File: src/rtl/store_write_buffer.sv
// Store write buffer: queues core stores in a small FIFO and issues them one at a
// time on a valid/response write interface, dropping entries whose slave never answers.
module store_write_buffer #(
  parameter int WIDTH      = 32,
  parameter int DEPTH      = 256,
  parameter int FIFO_DEPTH = 4,
  parameter int TIMEOUT    = 15
) (
  input  logic                     clock,
  input  logic                     reset_n,
  input  logic                     store_valid,
  output logic                     store_ready,
  input  logic [$clog2(DEPTH)-1:0] store_address,
  input  logic [WIDTH-1:0]         store_data,
  input  logic [1:0]               store_size,
  output logic                     write_clock,
  output logic [$clog2(DEPTH)-1:0] write_address,
  output logic                     write_valid,
  output logic [WIDTH-1:0]         write_data,
  output logic [$clog2(WIDTH)-1:0] write_size,
  input  logic                     write_response,
  output logic                     busy,
  output logic                     illegal_size,
  output logic                     timeout_error,
  input  logic                     clear_errors
);
  localparam int ADDR_W = $clog2(DEPTH);
  localparam int SZ_W   = $clog2(WIDTH);
  localparam int PTR_W  = $clog2(FIFO_DEPTH);
  localparam int CNT_W  = PTR_W + 1;
  localparam int TMR_W  = $clog2(TIMEOUT + 1);

  typedef struct packed {
    logic [ADDR_W-1:0] addr;
    logic [WIDTH-1:0]  data;
    logic [SZ_W-1:0]   size;
  } entry_t;

  typedef enum logic {S_IDLE, S_WAIT} state_t;

  entry_t            mem [FIFO_DEPTH];
  logic [PTR_W-1:0]  wr_ptr, rd_ptr, rd_nxt;
  logic [CNT_W-1:0]  count;
  logic [TMR_W-1:0]  timer;
  state_t            state;
  entry_t            head, head_nxt, in_entry;
  logic              size_legal, push, enq, timed_out, pop;

  assign write_clock = clock;
  assign store_ready = (count != CNT_W'(FIFO_DEPTH));
  assign busy        = (count != '0) || write_valid;

  assign size_legal = (store_size != 2'd3) && ((32'd8 << store_size) <= 32'(WIDTH));
  assign push       = store_valid && store_ready;
  assign enq        = push && size_legal;
  assign in_entry   = '{addr: store_address, data: store_data,
                        size: SZ_W'((32'd8 << store_size) - 32'd1)};

  // Timer holds cycles already spent in WAIT, so the drop lands TIMEOUT edges after the load.
  assign timed_out = (state == S_WAIT) && !write_response && (timer == TMR_W'(TIMEOUT - 1));
  assign pop       = (state == S_WAIT) && (write_response || timed_out);

  assign rd_nxt   = rd_ptr + 1'b1;
  assign head     = mem[rd_ptr];
  assign head_nxt = mem[rd_nxt];

  always_ff @(posedge clock) begin
    if (enq) mem[wr_ptr] <= in_entry;
  end

  always_ff @(posedge clock or negedge reset_n) begin
    if (!reset_n) begin
      state         <= S_IDLE;
      count         <= '0;
      wr_ptr        <= '0;
      rd_ptr        <= '0;
      timer         <= '0;
      write_valid   <= 1'b0;
      write_address <= '0;
      write_data    <= '0;
      write_size    <= '0;
      illegal_size  <= 1'b0;
      timeout_error <= 1'b0;
    end else begin
      if (enq) wr_ptr <= wr_ptr + 1'b1;
      count <= count + CNT_W'(enq) - CNT_W'(pop);

      if (push && !size_legal) illegal_size <= 1'b1;
      else if (clear_errors)   illegal_size <= 1'b0;
      if (timed_out)           timeout_error <= 1'b1;
      else if (clear_errors)   timeout_error <= 1'b0;

      case (state)
        S_IDLE: begin
          if (count != '0) begin
            write_address <= head.addr;
            write_data    <= head.data;
            write_size    <= head.size;
            write_valid   <= 1'b1;
            timer         <= '0;
            state         <= S_WAIT;
          end
        end
        S_WAIT: begin
          if (pop) begin
            rd_ptr <= rd_nxt;
            // Head stays queued while in flight, so a second entry means count > 1.
            if (count > CNT_W'(1)) begin
              write_address <= head_nxt.addr;
              write_data    <= head_nxt.data;
              write_size    <= head_nxt.size;
              timer         <= '0;
            end else begin
              write_valid <= 1'b0;
              state       <= S_IDLE;
            end
          end else begin
            timer <= timer + 1'b1;
          end
        end
        default: state <= S_IDLE;
      endcase
    end
  end
endmodule
File: config.mk
export PLATFORM = sky130hd
export DESIGN_NAME = store_write_buffer
export DESIGN_NICKNAME = d
export VERILOG_FILES = /design/src/rtl/store_write_buffer.sv
export SDC_FILE = /design/constraint.sdc
export NUM_CORES = 1
export LEC_CHECK = 0
export BUFFER_PORTS_ARGS = -buffer_cell sky130_fd_sc_hd__buf_2
export CAP_MARGIN = 10
export CELL_PAD_IN_SITES_DETAIL_PLACEMENT = 0
export CELL_PAD_IN_SITES_GLOBAL_PLACEMENT = 1
export CORE_ASPECT_RATIO = 1.2
export CORE_UTILIZATION = 49
export DETAILED_ROUTE_END_ITERATION = 8
export HOLD_SLACK_MARGIN = 0.1
export MAX_ROUTING_LAYER = met4
export PLACE_DENSITY = 0.84
export SLEW_MARGIN = 20
export SYNTH_ARGS = -nofsm -noshare
export SYNTH_HDL_FRONTEND = slang
export SYNTH_SLANG_ARGS = --single-unit
File: constraint.sdc
create_clock -name clock -period 3.4 [get_ports clock]
set_input_delay 0.68 -clock clock [delete_from_list [all_inputs] [get_ports clock]]
set_output_delay 0.68 -clock clock [all_outputs]
set_load 0.05 [all_outputs]
== After elaboration in Yosys (flattened, before gate mapping) ==
Memory sizes are Yosys's and may differ from the RTL's.
Cells that the tools add are included.
W data, S select, Z words.
Operators by class
  multipliers: 0
  bitwise gates (word level): 1
  shift operators: 1
  multiplexer cells: 29
  $lt $le $gt $ge: 2
  divide/modulo/power cells: 0
  equality and inequality tests: 8
  add/subtract/negate cells: 6
  reduce and logical (&&, ||, !) cells: 18
Operators with widths (number)
  $mux W32: 3
  $pmux W32 S2: 1
  $le A32 B6 Y1 const B: 1
  $shl A4 B2 Y32 const A: 1
  $mux W8: 3
  $pmux W8 S2: 1
  $mux W5: 3
  $mux W4: 3
  $mux W1: 11
  $pmux W5 S2: 1
  $pmux W4 S2: 1
  $logic_and A1 B1 Y1: 7
  $ne A2 B2 Y1 const B: 3
  $reduce_and A3 Y1: 2
  $sub A5 B1 Y5 const B: 1
  $add A2 B1 Y2 const B: 2
  $add A4 B1 Y4 const B: 1
  $eq A4 B4 Y1 const B: 1
  $ne A2 B1 Y1 const B: 2
  $pmux W1 S2: 2
  $reduce_and A2 Y1: 2
  $reduce_bool A2 Y1: 2
  $add A3 B1 Y3: 1
  $gt A3 B1 Y1 const B: 1
  7 further kinds: 9
Storage, ports and cells
  memory bits (writable): 180
  ROM bits: 0
  flip-flop bits (word level): 60
  memories: 1
  input bits: 47
  bits in latches: 0
  logic and storage cells: 77
  output and inout port bits: 51
Memories
  mem: words 4, width 45, rd ports 2, clocked after Yosys merged registers in 0, wr ports 1, line 41  | entry_t mem [FIFO_DEPTH];

== Longest topological paths before layout ==
Gate-level depths: netlist (run 1).
  depth in word-level cells: 7
  gate-level depth with buffers: 10

==> summary.md, run 1 <==
| Metric | Value |
|---|---|
| Initial Utilization | 0.499 |
| Die height | 159 um |
| Net count, final | 839 |
| Yosys cell types | 33 |
| Critical path, cell by cell | clkbuf_16 -> clkbuf_16 -> buf_2 |
| Compound-cell area share of the yosys netlist | 0.100 |
| Worst EP required | 2.72 ns |
| GR Util All Layers | 0.213 |
| Comb pwr share | 0.405 |
| IO buf count | 97 |
| Fill count | 1655 |
| XOR/XNOR Fraction of Synth Area | 0.00433 |
| DRT Wirelength | 21300 um |
| Die area | 0.0212 mm^2 |
| 1st-pass router iterations | 4 |
| DRC | 0 |
| Initial antenna violation count | 1 |
| Part of the power in registers | 0.349 |
| Ports | 98 |
| Post-DR wirelength/cell | 20.0 um |
| Fraction of layout cells with a size suffix above 1 | 0.316 |
| Grt ovf | 0 |
| Synth top area cells | edfxtp_1 (50%), dfrtp_1 (14%), mux2_2 (9.5%), mux2i_1 (8.3%), a221o_1 (4.2%) |
| # setup viols final | 0 |
| Synth Area in Simple Gates | 0.0301 |
| P_sw | 4.45 mW |
| Busiest metal layer after global routing | met2 |
| Global-route wire length before repair | 34000 um |
| Post-synthesis cell area | 0.0101 mm^2 |
| CP top delay family | buffers and inverters |
| CP Class | clk -> out |
| RD Place Congestion | 0.776 |
| Cell Rows | 57 |
| Number of global-route vias before repair | 6645 |
| Leakage | 4.47 nW |
| Internal power | 7.32 mW |
| Pins Over Slew Limit | 0 |
| Clock slew seen by the registers of the worst setup and hold paths | 0.07 ns |
| Overall power | 11.8 mW |
| Largest net degree at the start of global routing | 86 |
| Worst Reg2Reg Path Length in Cells | 10 |
| Post-synth top area cell | edfxtp_1 |
| Yosys warning total | 0 |
| Final TNS setup | 0 ns |
| Mean area per synthesized cell | 14.6 um^2 |
| HP Class | in -> async |
| Met3 Use GR | 0.0398 |
| Top-area cell type share of the netlist area | 0.499 |
| Buf/Inv on CP | 3 |
| Status | finished clean |
| GR met1 Demand/Resource | 0.241 |
| Proportion of synthesized area in mux cells | 0.178 |
| Critical Path Sink Type | output pin |
| Clock Skew | 0.0174 ns |
| Max Cap Viol | 0 |
| Commonest non-fill, non-tap cells in the layout | edfxtp_1 (168), buf_2 (97), mux2_2 (85) |
| Die W | 133 um |
| Vias/cell | 5.77 |
| Cell mode on critical path | clkbuf_16 |
| Max VDD drop | 0.757 mV |
| Register area share after synthesis | 0.643 |
| Count of final hold-check violations | 0 |
| Most common cell after layout, fill and taps aside | edfxtp_1 |
| RSZ-0062 raised after global routing | false |
| Met2 Track Usage GR | 0.373 |
| CTS tree | yes |
| Core Area | 0.0203 mm^2 |
| Area Growth Syn to Fin | 16.6% |
| Largest stage delay, worst path | 0.20 ns |
| Cells after Synth | 691 |
| Critical Path AT | 2.14 ns |
| Flops & latches, synth | 226 |
| Worst-path maximum fanout | 2 |
| Worst slew pin tran | 1.09 ns |
| Post-CTS sizing | 0 |
| Slew margin rel. | 0.273 |
| Postcts setup bufs | 0 |
| Post-cts hold buffer count | 0 |
| Startpoint class of the critical path | clock port |
| Syn_nets | 749 |
| Worst path depth | 3 |
| Vias | 6137 |
| Clock share of power | 0.246 |
| Reg2Reg Setup Slack | 0.84 ns |
| Main combinational cell family by area after synthesis | multiplexers |
| Cell Pwr Density | 999 mW/mm^2 |
| Clk_lat worst skew | 0.62 ns |
| DR iter-0 viols | 319 |
| Antenna-violating nets left | 0 |
| Post-DP HPWL | 13200 um |
| Post-synthesis adder-cell area fraction | 0.0144 |
| Sw Share | 0.378 |
| Crit path max-delay cell type | buf_2 |
## flip-flops by register name, summed over array words and instances (netlist names)
name           count
timer              4
rd_ptr             2
state              1
illegal_size       1
timeout_error      1
wr_ptr             2
count              3
write_size         3
write_address      8
write_data        32
write_valid        1
mem              168
## synth_stat cells
cell,n
edfxtp_1,168
mux2_2,85
mux2i_1,84
dfrtp_1,58
a21oi_1,47
o22ai_1,45
nor2_1,44
a221o_1,42
clkbuf_1,28
inv_1,12
buf_2,11
buf_4,11
ha_1,10
nand2_1,9
o21ai_0,6
xnor2_1,5
and2_1,4
nor2b_1,3
a21o_1,2
nand3_1,2
nor3_1,2
or2_2,2
a21boi_0,1
a222oi_1,1
a22oi_1,1
and3_1,1
buf_1,1
buf_6,1
fa_1,1
nand2b_1,1
o21a_1,1
or3b_2,1
or4_1,1
## layer usage
metal / up-vias / wire length (um)
met5: - / 0
met4: 0 / 539
met3: 37 / 992
met2: 148 / 11300
met1: 3087 / 8470
li1: 2865 / -
## power by group through the flow
stage	Sequential (mW)	Combinational [mW]	Clock [mW]
after floorplan	4.81	2.94	0.0634
after CTS	4.10	4.81	2.94
after global routing	4.18	5.13	3.07
final	4.11	4.77	2.90
after detailed placement	4.16	4.79	0.0561
after global placement	4.09	4.64	0.0561
## worst register-to-register path: stages (launching register included)
cell     delay [ns]
dfrtp_1        0.39
inv_1          0.09
ha_1           0.26
and3_1         0.19
o21ai_0        0.37
inv_1          0.12
ha_1           0.29
inv_1          0.04
ha_1           0.19
fa_1           0.38
xnor2_1        0.14
## cell families after synthesis
| logic type | after synthesis |
|---|---|
| AO/OA/AOI/OAI | 146 |
| adder cells (fa/ha/maj) | 11 |
| buffers and inverters | 64 |
| flip-flops | 226 |
| XOR/XNOR | 5 |
| multiplexers | 169 |
| AND/OR/NAND/NOR | 70 |
## final timing paths
kind	from	to
min reg2reg	write_size[2]	write_size[2]
max in group asynchronous	reset_n	rd_ptr[0]
max	clock	write_clock
max reg2reg	timer[0]	count[2]
min in group clock	store_data[15]	mem[1][20]
min	reset_n	timer[2]
## final cells by class
class	count	area, um^2	area share
clock buffer	30	677	0.0574
inverter	12	45.0	0.00382
antenna	1	2.50	0.000212
multi-input combinational	401	3330	0.283
tap	265	332	0.0281
timing repair buffer	113	683	0.0580
sequential	226	6500	0.552
clock inverter	15	213	0.0181
## through the flow
| stage | instances | hold WS, ns | instance area (um^2) | setup WS (ns) | utilization |
|---|---|---|---|---|---|
| final | 1063 | 0.251 | 11800 | 0.575 | 0.582 |
| after global routing | 1063 | 0.254 | 11800 | 0.566 | 0.582 |
| after CTS | 1062 | 0.259 | 11800 | 0.571 | 0.582 |
| after detailed placement | 1018 | 0.502 | 10900 | 0.803 | 0.538 |
| after global placement | 1018 | 0.484 | 10900 | 0.832 | 0.538 |
| after floorplan | 691 | 0.384 | 10100 | 0.706 | - |
(Power assumes the default switching activity.)
==> run 2, diff against run 1 <==
- ABC_AREA: not set -> 1
- CORE_UTILIZATION: 49 -> 45
- PLACE_DENSITY: 0.84 -> 0.85
- clock period: 3.4 -> 2.69 ns (I/O delays scaled with it)
==> summary.md, run 2 <==
| Metric | Value |
|---|---|
| Die W | 149 um |
| Worst-path maximum fanout | 6 |
| HP Class | in -> reg |
| DRC | 0 |
| Hold path endpoint | mem[3][38] |
| Fmax | 426 MHz |
| Register Area | 0.00650 mm^2 |
| Post-CTS sizing | 0 |
| DR iter-0 viols | 518 |
| Clock Skew | 0.00837 ns |
| Post-synthesis cell area | 0.0116 mm^2 |
| CP Class | reg -> out |
| Cells after Synth | 1475 |
| Net count, final | 1618 |
| Yosys cell types | 24 |
| Syn_nets | 1533 |
| Cell Area, Placed | 0.0124 mm^2 |
| IO buf count | 97 |
| Setup WS pre-CTS | 0.561 ns |
| Fraction of layout cells with a size suffix above 1 | 0.115 |
| Internal power | 9.08 mW |
| Synth top area cells | edfxtp_1 (43%), nand2_1 (28%), dfrtp_1 (13%), inv_1 (6.0%), nand3_1 (4.0%) |
| Core Area | 0.0254 mm^2 |
| Regs by FF count | mem: 168 flops, write_data: 32 flops, write_address: 8 flops |
| Non-filler cells, final | 1910 |
| # setup viols final | 0 |
| Flops & latches, synth | 226 |
| Slew margin rel. | 0.418 |
| Most frequent cell after synthesis | nand2_1 |
| Final TNS setup | 0 ns |
| Worst r2r src | timer[0] |
| Min cycle time layout | 2.35 ns |
| Cell Pwr Density | 1230 mW/mm^2 |
| Top post-synthesis cells by count | nand2_1 (852), inv_1 (187), edfxtp_1 (168) |
| Async SR Flop Fraction | 0.257 |
| Die height | 178 um |
| Biggest register | mem |
| Max Cap Viol | 0 |
| Antenna-violating nets left | 0 |
| Die area | 0.0264 mm^2 |
| RD Place Congestion | 0.760 |
| Max VDD drop | 0.858 mV |
| Placed insts | 1853 |
| Post-synth EDFFs | 168 |
| Most common cell after layout, fill and taps aside | nand2_1 |
| Postcts setup bufs | 0 |
| Clk_lat worst skew | 0.63 ns |
| Worst hold slack | 0.119 ns |
| Pins Over Slew Limit | 0 |
| Area Growth Syn to Fin | 15.4% |
| Post-cts hold buffer count | 7 |
| Hold Crit Start | store_address[1] |
| Vias/cell | 4.74 |
| Fill count | 2356 |
| Part of the power in registers | 0.308 |
| Hold path depth | 1 |
| Initial Utilization | 0.457 |
| Clock slew seen by the registers of the worst setup and hold paths | 0.06 ns |
| Critical Path Sink Type | output pin |
| 1st-pass router iterations | 5 |
| Vias | 9047 |
| RSZ-0062 raised after global routing | false |
| Post-synth top area cell | edfxtp_1 |
| P_sw | 7.36 mW |
| Final setup margin | 0.343 ns |
| Post-DR wirelength/cell | 14.6 um |
| Clock share of power | 0.233 |
| CTS tree | yes |
| Comb pwr share | 0.460 |
| Sw Share | 0.448 |
| Final instance area | 0.0134 mm^2 |
| Post-DP HPWL | 15900 um |
| DRT Wirelength | 27900 um |
| Final worst-path cycle share | 0.873 |
| Initial antenna violation count | 1 |
| Worst EP required | 2.15 ns |
| Startpoint class of the critical path | register |
| Largest net degree at the start of global routing | 169 |
| Critical R2R Capture | count[2] |
| Status | finished clean |
| Top-area cell type share of the netlist area | 0.435 |
| Worst slew pin tran | 0.873 ns |
| GR Util All Layers | 0.229 |
| Register area share after synthesis | 0.560 |
| Yosys warning total | 0 |
| Commonest non-fill, non-tap cells in the layout | nand2_1 (852), inv_1 (187), edfxtp_1 (168) |
| Global-route wire length before repair | 45200 um |
| Ys flop type | edfxtp_1 |
| Leakage | 6.99 nW |
| Count of final hold-check violations | 0 |
| Final core utilization | 0.528 |
| Number of flip-flops in the largest register | 168 |
| Reg2Reg Setup Slack | 0.55 ns |
| Multi-input logic area | 0.00402 mm^2 |
| Overall power | 16.4 mW |
| Worst Reg2Reg Path Length in Cells | 10 |
| Ports | 98 |
| Critical Path AT | 1.81 ns |
| Number of global-route vias before repair | 8813 |
| Grt ovf | 0 |
| Mean area per synthesized cell | 7.87 um^2 |
| Cell Rows | 64 |
-- run 2: changes by cell type after synthesis, sizes merged, moves of 4 or more --
| cell | delta |
|---|---|
| a21oi | -44 |
| a221o | -42 |
| and2 | -4 |
| buf | +38 |
| clkbuf | -15 |
| inv | +178 |
| mux2 | -85 |
| mux2i | -84 |
| nand2 | +847 |
| nand3 | +91 |
| nor2 | -37 |
| o21ai | -5 |
| o22ai | -41 |
-- run 2: worst max-delay path, stage by stage, from the launching register on --
cell	delay (ns)
dfrtp_1	0.36
inv_1	0.17
nand3_1	0.14
or2_2	0.29
buf_2	0.21
-- run 2: cells by family after synthesis --
kind of cell	count (synthesis)	synth area share
and+or+nand+nor	958	0.321
buffers and inverters	265	0.0961
DFF	226	0.560
adders and majority gates	11	0.0125
AOI/OAI and AO/OA	10	0.00625
xor gates and xnor gates	5	0.00378
-- run 2: power by group through the flow --
| stage | logic (mW) | registers [mW] | clock network (mW) |
|---|---|---|---|
| 2_1_floorplan | 4.78 | 6.03 | 0.0801 |
| 3_3_place_gp | 7.55 | 5.11 | 0.0709 |
| 3_5_place_dp | 7.63 | 5.13 | 0.0709 |
| 4_1_cts | 7.67 | 5.06 | 3.92 |
| 5_1_grt | 8.60 | 5.15 | 4.05 |
| 6_report | 7.56 | 5.06 | 3.83 |
-- run 2: how the worst max path moves through the flow --
stage,slack [ns],cells past startpoint,end,from
after detailed placement,0.56,10,count[2],timer[0]
final,0.34,4,busy,count[1]
after CTS,0.33,4,busy,count[1]
after global placement,0.61,10,count[2],timer[0]
after floorplan,-0.19,4,mem[0][10],count[0]
after global routing,0.22,4,busy,count[1]
-- run 2: cell type report --
type	count	area share
sequential	226	0.486
multi-input combinational	984	0.300
timing repair buffer	129	0.0596
inverter	190	0.0537
clock buffer	32	0.0535
tap	330	0.0308
clock inverter	18	0.0163
antenna	1	0.000187
-- run 2: per-layer routing --
layer | GRT usage | vias up | part of all wire
li1 | - | 4658 | -
met1 | 0.265 | 4184 | 0.42
met2 | 0.394 | 161 | 0.50
met3 | 0.0396 | 44 | 0.047
met4 | 0.0889 | 0 | 0.026
met5 | - | - | 0
